==> src/rtl/dw_split_seq_pkg.sv <==
// Shared types and width helpers for the wide-to-narrow split sequencer.
package dw_split_seq_pkg;

  typedef enum logic [1:0] {
    IDLE = 2'd0,
    CMD  = 2'd1,
    WAIT = 2'd2,
    RESP = 2'd3
  } state_e;

  // Number of narrow windows inside one wide word.
  function automatic int unsigned dw_n(input int unsigned in_lg, input int unsigned out_lg);
    return 32'd1 << (in_lg - out_lg);
  endfunction

  function automatic int unsigned dw_ib(input int unsigned in_lg);
    return 32'd1 << in_lg;
  endfunction

  function automatic int unsigned dw_ob(input int unsigned out_lg);
    return 32'd1 << out_lg;
  endfunction

endpackage

==> src/rtl/dw_split_seq_nz_win_pick.sv <==
// Finds the lowest narrow window whose byte-enable slice is nonzero.
module nz_win_pick
  import dw_split_seq_pkg::*;
#(
  parameter  int unsigned IN_P_DW_BYTES  = 3,
  parameter  int unsigned OUT_P_DW_BYTES = 2,
  localparam int unsigned IB = dw_ib(IN_P_DW_BYTES),
  localparam int unsigned OB = dw_ob(OUT_P_DW_BYTES),
  localparam int unsigned N  = dw_n(IN_P_DW_BYTES, OUT_P_DW_BYTES),
  localparam int unsigned WW = IN_P_DW_BYTES - OUT_P_DW_BYTES
) (
  input  logic [IB-1:0] be_i,
  output logic          any_o,
  output logic [WW-1:0] idx_o
);

  // Scan high to low so the last hit is the lowest window.
  always_comb begin
    any_o = 1'b0;
    idx_o = '0;
    for (int unsigned k = 0; k < N; k++) begin
      if (be_i[(N-1-k)*OB +: OB] != '0) begin
        any_o = 1'b1;
        idx_o = WW'(N-1-k);
      end
    end
  end

endmodule

==> src/rtl/dw_split_seq.sv <==
// Splits one wide read/write into ascending narrow beats, one outstanding at a time.
module dw_split_seq
  import dw_split_seq_pkg::*;
#(
  parameter  int unsigned IN_P_DW_BYTES  = 3,
  parameter  int unsigned OUT_P_DW_BYTES = 2,
  parameter  int unsigned AW             = 32,
  localparam int unsigned IB  = dw_ib(IN_P_DW_BYTES),
  localparam int unsigned OB  = dw_ob(OUT_P_DW_BYTES),
  localparam int unsigned WW  = IN_P_DW_BYTES - OUT_P_DW_BYTES,
  localparam int unsigned OBW = OB * 8,
  localparam int unsigned HW  = AW - IN_P_DW_BYTES
) (
  input  logic            clk,
  input  logic            rst_n,
  input  logic            i_req_valid,
  output logic            o_req_ready,
  input  logic            i_req_we,
  input  logic [AW-1:0]   i_req_addr,
  input  logic [IB*8-1:0] i_req_wdat,
  input  logic [IB-1:0]   i_req_be,
  output logic            o_resp_valid,
  input  logic            i_resp_ready,
  output logic [IB*8-1:0] o_resp_rdat,
  output logic            o_dn_valid,
  input  logic            i_dn_ready,
  output logic            o_dn_we,
  output logic [AW-1:0]   o_dn_addr,
  output logic [OBW-1:0]  o_dn_wdat,
  output logic [OB-1:0]   o_dn_be,
  input  logic            i_dn_rvalid,
  input  logic [OBW-1:0]  i_dn_rdat
);

  state_e            state_q;
  logic              rdy_q, dn_valid_q, resp_valid_q, we_q, dn_we_q;
  logic [HW-1:0]     addr_q;
  logic [IB*8-1:0]   wdat_q, rdat_q;
  logic [IB-1:0]     be_q;
  logic [WW-1:0]     win_q;
  logic [AW-1:0]     dn_addr_q;
  logic [OBW-1:0]    dn_wdat_q;
  logic [OB-1:0]     dn_be_q;

  logic [IB-1:0]     be_clr, pick_be;
  logic              src_we;
  logic [HW-1:0]     src_hi;
  logic [IB*8-1:0]   src_wdat;
  logic              pick_any;
  logic [WW-1:0]     pick_idx;
  logic [AW-1:0]     dn_addr_d;
  logic [OBW-1:0]    dn_wdat_d;
  logic [OB-1:0]     dn_be_d;
  logic              unused_addr_lo;

  assign unused_addr_lo = ^i_req_addr[IN_P_DW_BYTES-1:0];

  // One picker serves both accept (fresh request) and beat completion (pending minus current).
  always_comb begin
    be_clr = be_q;
    be_clr[win_q*OB +: OB] = '0;
    if (state_q == IDLE) begin
      pick_be  = i_req_be;
      src_we   = i_req_we;
      src_hi   = i_req_addr[AW-1:IN_P_DW_BYTES];
      src_wdat = i_req_wdat;
    end else begin
      pick_be  = be_clr;
      src_we   = we_q;
      src_hi   = addr_q;
      src_wdat = wdat_q;
    end
  end

  nz_win_pick #(
    .IN_P_DW_BYTES (IN_P_DW_BYTES),
    .OUT_P_DW_BYTES(OUT_P_DW_BYTES)
  ) u_pick (
    .be_i (pick_be),
    .any_o(pick_any),
    .idx_o(pick_idx)
  );

  assign dn_addr_d = {src_hi, pick_idx, {OUT_P_DW_BYTES{1'b0}}};
  assign dn_wdat_d = src_wdat[pick_idx*OBW +: OBW];
  assign dn_be_d   = pick_be[pick_idx*OB +: OB];

  always_ff @(posedge clk or negedge rst_n) begin
    if (!rst_n) begin
      state_q      <= IDLE;
      rdy_q        <= 1'b0;
      dn_valid_q   <= 1'b0;
      resp_valid_q <= 1'b0;
      we_q         <= 1'b0;
      dn_we_q      <= 1'b0;
      addr_q       <= '0;
      wdat_q       <= '0;
      rdat_q       <= '0;
      be_q         <= '0;
      win_q        <= '0;
      dn_addr_q    <= '0;
      dn_wdat_q    <= '0;
      dn_be_q      <= '0;
    end else begin
      unique case (state_q)
        IDLE: begin
          rdy_q <= 1'b1;
          if (rdy_q && i_req_valid) begin
            rdy_q  <= 1'b0;
            we_q   <= i_req_we;
            addr_q <= i_req_addr[AW-1:IN_P_DW_BYTES];
            wdat_q <= i_req_wdat;
            be_q   <= i_req_be;
            rdat_q <= '0;
            if (pick_any) begin
              win_q      <= pick_idx;
              dn_we_q    <= src_we;
              dn_addr_q  <= dn_addr_d;
              dn_wdat_q  <= dn_wdat_d;
              dn_be_q    <= dn_be_d;
              dn_valid_q <= 1'b1;
              state_q    <= CMD;
            end else begin
              resp_valid_q <= 1'b1;
              state_q      <= RESP;
            end
          end
        end
        CMD: begin
          if (i_dn_ready) begin
            dn_valid_q <= 1'b0;
            state_q    <= WAIT;
          end
        end
        WAIT: begin
          if (i_dn_rvalid) begin
            if (!we_q) rdat_q[win_q*OBW +: OBW] <= i_dn_rdat;
            be_q <= be_clr;
            if (pick_any) begin
              win_q      <= pick_idx;
              dn_we_q    <= src_we;
              dn_addr_q  <= dn_addr_d;
              dn_wdat_q  <= dn_wdat_d;
              dn_be_q    <= dn_be_d;
              dn_valid_q <= 1'b1;
              state_q    <= CMD;
            end else begin
              resp_valid_q <= 1'b1;
              state_q      <= RESP;
            end
          end
        end
        RESP: begin
          if (i_resp_ready) begin
            resp_valid_q <= 1'b0;
            rdy_q        <= 1'b1;
            state_q      <= IDLE;
          end
        end
      endcase
    end
  end

  assign o_req_ready  = rdy_q;
  assign o_resp_valid = resp_valid_q;
  assign o_resp_rdat  = rdat_q;
  assign o_dn_valid   = dn_valid_q;
  assign o_dn_we      = dn_we_q;
  assign o_dn_addr    = dn_addr_q;
  assign o_dn_wdat    = dn_wdat_q;
  assign o_dn_be      = dn_be_q;

endmodule

==> config.mk <==
export PLATFORM = sky130hd
export DESIGN_NAME = dw_split_seq
export DESIGN_NICKNAME = d
export VERILOG_FILES = /design/src/rtl/dw_split_seq_pkg.sv /design/src/rtl/dw_split_seq_nz_win_pick.sv /design/src/rtl/dw_split_seq.sv
export SDC_FILE = /design/constraint.sdc
export NUM_CORES = 1
export LEC_CHECK = 0
export BUFFER_PORTS_ARGS = -buffer_cell sky130_fd_sc_hd__buf_4
export CAP_MARGIN = 40
export CORE_MARGIN = 2
export CORE_UTILIZATION = 50
export CTS_CLUSTER_DIAMETER = 100
export DETAILED_ROUTE_END_ITERATION = 16
export PLACE_DENSITY = 0.76
export SETUP_SLACK_MARGIN = 0.05
export SYNTH_ARGS = -nofsm -noshare
export SYNTH_HDL_FRONTEND = slang
export SYNTH_SLANG_ARGS = --single-unit
export TNS_END_PERCENT = 100
==> constraint.sdc <==
create_clock -name clk -period 3 [get_ports clk]
set_input_delay 0.3 -clock clk [delete_from_list [all_inputs] [get_ports clk]]
set_output_delay 0.3 -clock clk [all_outputs]
set_load 0.03 [all_outputs]
Word level (Yosys, flattened, before mapping)
Index checks and enable logic that the tools add are counted.

Register bits after elaboration: 241. Input port bits: 143. Output and inout port bits: 136. Word-level logic and storage cells: 100.

Add/subtract/negate cells: 2. Equal/unequal tests: 8. Shifts and indexed selects: 6. Multiplexer cells: 55. Reductions and logical operators: 15.

Operator list (count): 64-bit two-way mux (4); 32-bit two-way mux (6); 32-bit one-hot mux with 2 select lines (2); 64-bit one-hot mux with 2 select lines (1); 64-bit bitwise mux (1); 32-bit by 34-bit variable shift with 64-bit output, first input constant (1); 32-bit by 34-bit indexed part select with 64-bit output (1); 64-bit by 7-bit indexed part select with 32-bit output (1); 3-bit negator with 34-bit output (1); 6-bit negator with 34-bit output (1); 4-bit by 34-bit variable shift with 8-bit output, first input constant (1); 4-bit by 34-bit indexed part select with 8-bit output, first input constant (1); 29-bit two-way mux (1); 8-bit two-way mux (3); 1-bit two-way mux (20); 8-bit one-hot mux with 2 select lines (1); 4-bit AND reduction (4); 4-bit two-way mux (3); 2-bit two-way mux (5); 8-bit bitwise mux (1); 2-bit inequality test, second input constant (4); 2-bit one-hot mux with 4 select lines (1); 4-bit one-hot mux with 2 select lines (1); 4-bit nonzero test (2); other kinds (12) (19).

Longest topological paths before layout
Depth in word-level cells: 11. Mapped depth: 9.

Hierarchy
Synthesis repeated with hierarchy kept, for this count alone.

Cell total of the unflattened synthesis: 771. Area, all modules: 10867.9 µm².

By module, submodules not included: dw_split_seq (instances 1, cells each 767, area an instance 10839.1 µm², sequential area each 5955.7 µm²); nz_win_pick (instances 1, cells each 4, area an instance 28.8 µm², sequential area each 0.0 µm²).

Least setup slack after synthesis
Ideal clock, no wire load.

Path kind: reg-to-reg. Start: reg state_q[0]. End: reg dn_addr_q[10], in the netlist o_dn_addr[10]. Library setup time: 125 ps. Data arrival time: 1987 ps. Required time: 2875 ps. Setup slack: 887 ps. Cell stages (with the launch flop): 10. Path buffers: 4. Period minus slack after synthesis: 2113 ps. Path through: dfrtp_1 -> buf_6 -> or2_4 -> buf_6 -> mux2i_1 -> nand4_2 -> o21a_1 -> buf_6 -> buf_6 -> mux2_4.

Longest elaborated chain between the ends: 8.

Ends and longest elaborated chain: start: declaration (line dw_split_seq.sv:35) `state_e state_q;`; start signal: assignment (line dw_split_seq.sv:90) `state_q <= IDLE;`; start signal: assignment (line dw_split_seq.sv:122) `state_q <= CMD;`; start signal: assignment (line dw_split_seq.sv:125) `state_q <= RESP;`; 2-bit logical NOT (line dw_split_seq.sv:62, dw_split_seq.sv:105); 8-bit two-way mux (line dw_split_seq.sv:62) `if (state_q == IDLE) begin`; 4-bit nonzero test (line dw_split_seq_nz_win_pick.sv:22) `if (be_i[(N-1-k)*OB +: OB] != '0) begin`; 1-bit two-way mux (2 in a row) (line dw_split_seq_nz_win_pick.sv:22); 32-bit two-way mux (line dw_split_seq.sv:115, dw_split_seq.sv:139); 32-bit two-way mux (on tied branches) (line dw_split_seq.sv:136, dw_split_seq.sv:108); 32-bit one-hot mux with 2 select lines (line dw_split_seq.sv:105) `unique case (state_q)`; end signal: assignment (line dw_split_seq.sv:118) `dn_addr_q <= dn_addr_d;`; end signal: assignment (line dw_split_seq.sv:142) `dn_addr_q <= dn_addr_d;`; end: declaration (line dw_split_seq.sv:41) `logic [AW-1:0] dn_addr_q;`.

Parallel ways exist; a longest one is shown, timed or not. The select of a mux whose other input is x is not followed. A chain may end at the register's enable or synchronous reset.

Worst setup path in the final report
Start: reg state_q[1]. End: reg dn_we_q, in the netlist o_dn_we.

Longest elaborated chain between the ends: 8.

Ends and longest elaborated chain: 2-bit logical NOT (line dw_split_seq.sv:62, dw_split_seq.sv:105); 8-bit two-way mux (line dw_split_seq.sv:62); 4-bit nonzero test (line dw_split_seq_nz_win_pick.sv:22); 1-bit two-way mux (2 in a row) (line dw_split_seq_nz_win_pick.sv:22); 1-bit two-way mux (line dw_split_seq.sv:115, dw_split_seq.sv:139); 1-bit two-way mux (on tied branches) (line dw_split_seq.sv:136, dw_split_seq.sv:108); 1-bit one-hot mux with 2 select lines (line dw_split_seq.sv:105); end signal: assignment (line dw_split_seq.sv:117) `dn_we_q <= src_we;`; end signal: assignment (line dw_split_seq.sv:141) `dn_we_q <= src_we;`; end: declaration (line dw_split_seq.sv:36) `logic rdy_q, dn_valid_q, resp_valid_q, we_q, dn_we_q;`.

Parallel ways exist; a longest one is shown, timed or not. The select of a mux whose other input is x is not followed.

==> flow_summary.json <==
{
  "ant_nets": 0,
  "htreeDepth": 1,
  "p_comb_frac": 0.483,
  "slowest_delay_ns": 0.46,
  "min_path_type": "in2reg",
  "cts_tree": "built",
  "clockPowerShare": 0.198,
  "grt_max_degree": 139,
  "rsz0062_at_grt": "no",
  "routed_wl_um": 27030,
  "cp_max_fo": 36,
  "fin_crit_sh": 0.8450,
  "layout_common_cells": "284 x buf_4, 238 x dfrtp_1, 128 x mux2_2",
  "cp-end-kind": "flop",
  "fmax_mhz": 394.5,
  "grt_pass1_vias": 7849,
  "met3_usage": 0.05767,
  "reg2reg_slack_ns": 0.47,
  "post-place-ws_ns": 0.4434,
  "antenna_found_initial": 0,
  "syn_area_um2": 10440,
  "cts_made_buffers": 26,
  "ys.flop_type": "dfrtp_1",
  "startpoint": "state_q[1]",
  "placed_cell_area_um2": 12760,
  "r2r_end": "o_dn_we",
  "synth_adder_area_share": 0,
  "final_area_um2": 13990,
  "ys_types": 34,
  "routedWlPerCell_um": 19.74,
  "period_needed_ns": 2.535,
  "fillers": 1508,
  "post_drt_via_cell_ratio": 5.541,
  "fin_skew_ns": 0.008144,
  "synth-edff-count": 0,
  "die_area_um2": 22050,
  "gr-usage-met1": 0.3245,
  "core_area_um2": 20360,
  "rr_worst_depth": 6,
  "yosysSeqAreaShare": 0.5704,
  "remaining_drc_errors": 0,
  "synth_compound_area_frac": 0.1118,
  "slowest_stage": "o21a_4",
  "instances_no_fill": 1369,
  "yosysWarnings": 0,
  "root_buffer": "clkbuf_16",
  "power_density_nw_per_um2": 1250,
  "grt_pass1_wl_um": 43020,
  "hpwl_um": 16960,
  "n_antenna_cell": 0,
  "clk_latency_ns": 0.52,
  "dp.cells": 1295,
  "std_cell_rows": 52,
  "die_x_um": 148.5,
  "slew_headroom": 0.4638,
  "cts_buffer_depth": 3,
  "post-route-util": 0.6870,
  "tightest_slew_ns": 0.8044,
  "yosys_register_bits": 238,
  "cp.arrival_ns": 2.94,
  "grt.total_usage": 0.2439,
  "clk_pin_slew_ns": 0.06,
  "synth_top_family_by_area": "multiplexers",
  "worst_slack_ns": 0.4651,
  "layout_commonest_cell": "buf_4",
  "synth_xor_area_frac": 0,
  "leakage_nw": 6.541,
  "nNetsFinal": 1226,
  "clkSinkCount": 238,
  "pwr-share-seq": 0.319,
  "synthCells": 798,
  "die_y_um": 148.5,
  "switching_power_mw": 6.708,
  "maxCapViolations": 0,
  "crit_chain": "or2_4, o21ai_0, or3_1, o21a_4, buf_12, mux2_2",
  "avgSynthCellArea_um2": 13.08,
  "io_pins": 279,
  "r2r-start": "state_q[1]",
  "outcome": "complete, no violations",
  "drtPass1Iterations": 4,
  "use_met2": 0.4025,
  "drive_gt1_frac": 0.4804,
  "setup_tns_ns": 0,
  "switching_share": 0.3837,
  "cts_resized": 0,
  "final-setup-viol-count": 0,
  "top_usage_layer": "met2",
  "ir_drop_uv": 630.5,
  "internal_power_mw": 10.78,
  "synth_async_sr_flop_share": 1.000,
  "final-hold-violation-count": 0,
  "io_buffers": 273,
  "synthSimpleGateAreaFrac": 0.07406,
  "synthMuxAreaShare": 0.2109,
  "worstSetupStartpointType": "flop",
  "drtIter0Drc": 455,
  "start_util": 0.5127,
  "area_delta_synth_final_pct": 33.98,
  "crit_type": "reg2reg",
  "place.gp.congestion": 0.8162,
  "crit_path_end": "o_dn_we",
  "maxSlewViolCount": 0,
  "crit_required_ns": 3.40,
  "via_count": 7586,
  "overflow": 0
}
-- cell usage after synthesis, drive strengths merged (3+ instances only) --
library cell / number / share of area
nand3: 66 / 0.032
nand2b: 3 / 0.0018
and3: 3 / 0.0018
a21oi: 11 / 0.0053
mux2: 154 / 0.18
mux2i: 37 / 0.035
buf: 40 / 0.023
o221a: 32 / 0.035
clkbuf: 25 / 0.0090
dfrtp: 238 / 0.57
a22o: 72 / 0.060
nand2: 77 / 0.028
nor2: 4 / 0.0014
or2: 3 / 0.0020
nor2b: 6 / 0.0036
o21ai: 11 / 0.0053
-- per-stage QoR --
step / hold slack [ns] / power, mW
after floorplan: 0.004409 / 11.33
after global placement: 0.08950 / 13.79
after detailed placement: 0.08903 / 14.03
after CTS: 0.0006412 / 17.60
after global routing: 0.004215 / 18.43
final: 0.01507 / 17.48
-- cell families after synthesis --
logic type / count (synthesis)
and+or+nand+nor: 167
DFF: 238
muxes: 191
other: 1
buffers and inverters: 67
AOI/OAI and AO/OA: 134
-- layer usage --
layer  part of all wire  up-vias  routed length (µm)
li1                   -     3500                   -
met1               0.42     3841               11430
met2               0.49      202               13260
met3              0.061       43                1637
met4              0.026        0                 701
met5                  0        -                   0
-- sequential cells by signal, indices dropped and copies added, names as in the netlist, 2 cells and up --
register / cells
state_q: 2
addr_q: 29
o_dn_addr: 30
be_q: 8
o_resp_rdat: 64
o_dn_wdat: 32
wdat_q: 64
o_dn_be: 4
-- power groups by stage --
| stage | sequential (mW) | combinational (mW) | clock (mW) |
|---|---|---|---|
| final | 5.57 | 8.44 | 3.47 |
| after global routing | 5.75 | 9.00 | 3.67 |
| after CTS | 5.57 | 8.50 | 3.53 |
| after detailed placement | 5.59 | 8.45 | 0 |
| after global placement | 5.53 | 8.25 | 0 |
| after floorplan | 6.93 | 4.40 | 0 |
-- worst min path at each step --
| stage | start | endpoint | slack (ns) | depth (start not counted) |
|---|---|---|---|---|
| floorplan | rst_n | addr_q[0] | 0.004 | 0 |
| finish | i_dn_rdat[22] | o_resp_rdat[22] | 0.02 | 2 |
| detailed placement | rst_n | wdat_q[16] | 0.09 | 1 |
| CTS | i_dn_rdat[24] | o_resp_rdat[24] | 0.0006 | 2 |
| global route | i_req_wdat[6] | wdat_q[6] | 0.004 | 2 |
| global placement | rst_n | wdat_q[18] | 0.09 | 1 |
-- worst max-delay path: cells and delay by family (launching register included) --
kind | cells | cell delay, ns
AOI/OAI and AO/OA | 2 | 0.74
and+or+nand+nor | 2 | 0.59
DFF | 1 | 0.37
muxes | 1 | 0.37
buffers and inverters | 1 | 0.32
-- layout make-up --
type,instances,area [µm²],area share
sequential,238,5956,0.4257
multi-input combinational,494,4194,0.2998
timing repair buffer,321,2567,0.1835
clock buffer,32,704.4,0.05035
tap,270,337.8,0.02415
clock inverter,12,222.7,0.01592
inverter,2,7.507,0.0005366
-- timing repair --
item,CTS,global route
hold endpoints to repair,276,1
endpoints found under the setup margin,0,0
buffers inserted,0,0
hold buffers,29,1
No activity file was read; power rests on OpenSTA's default activity.
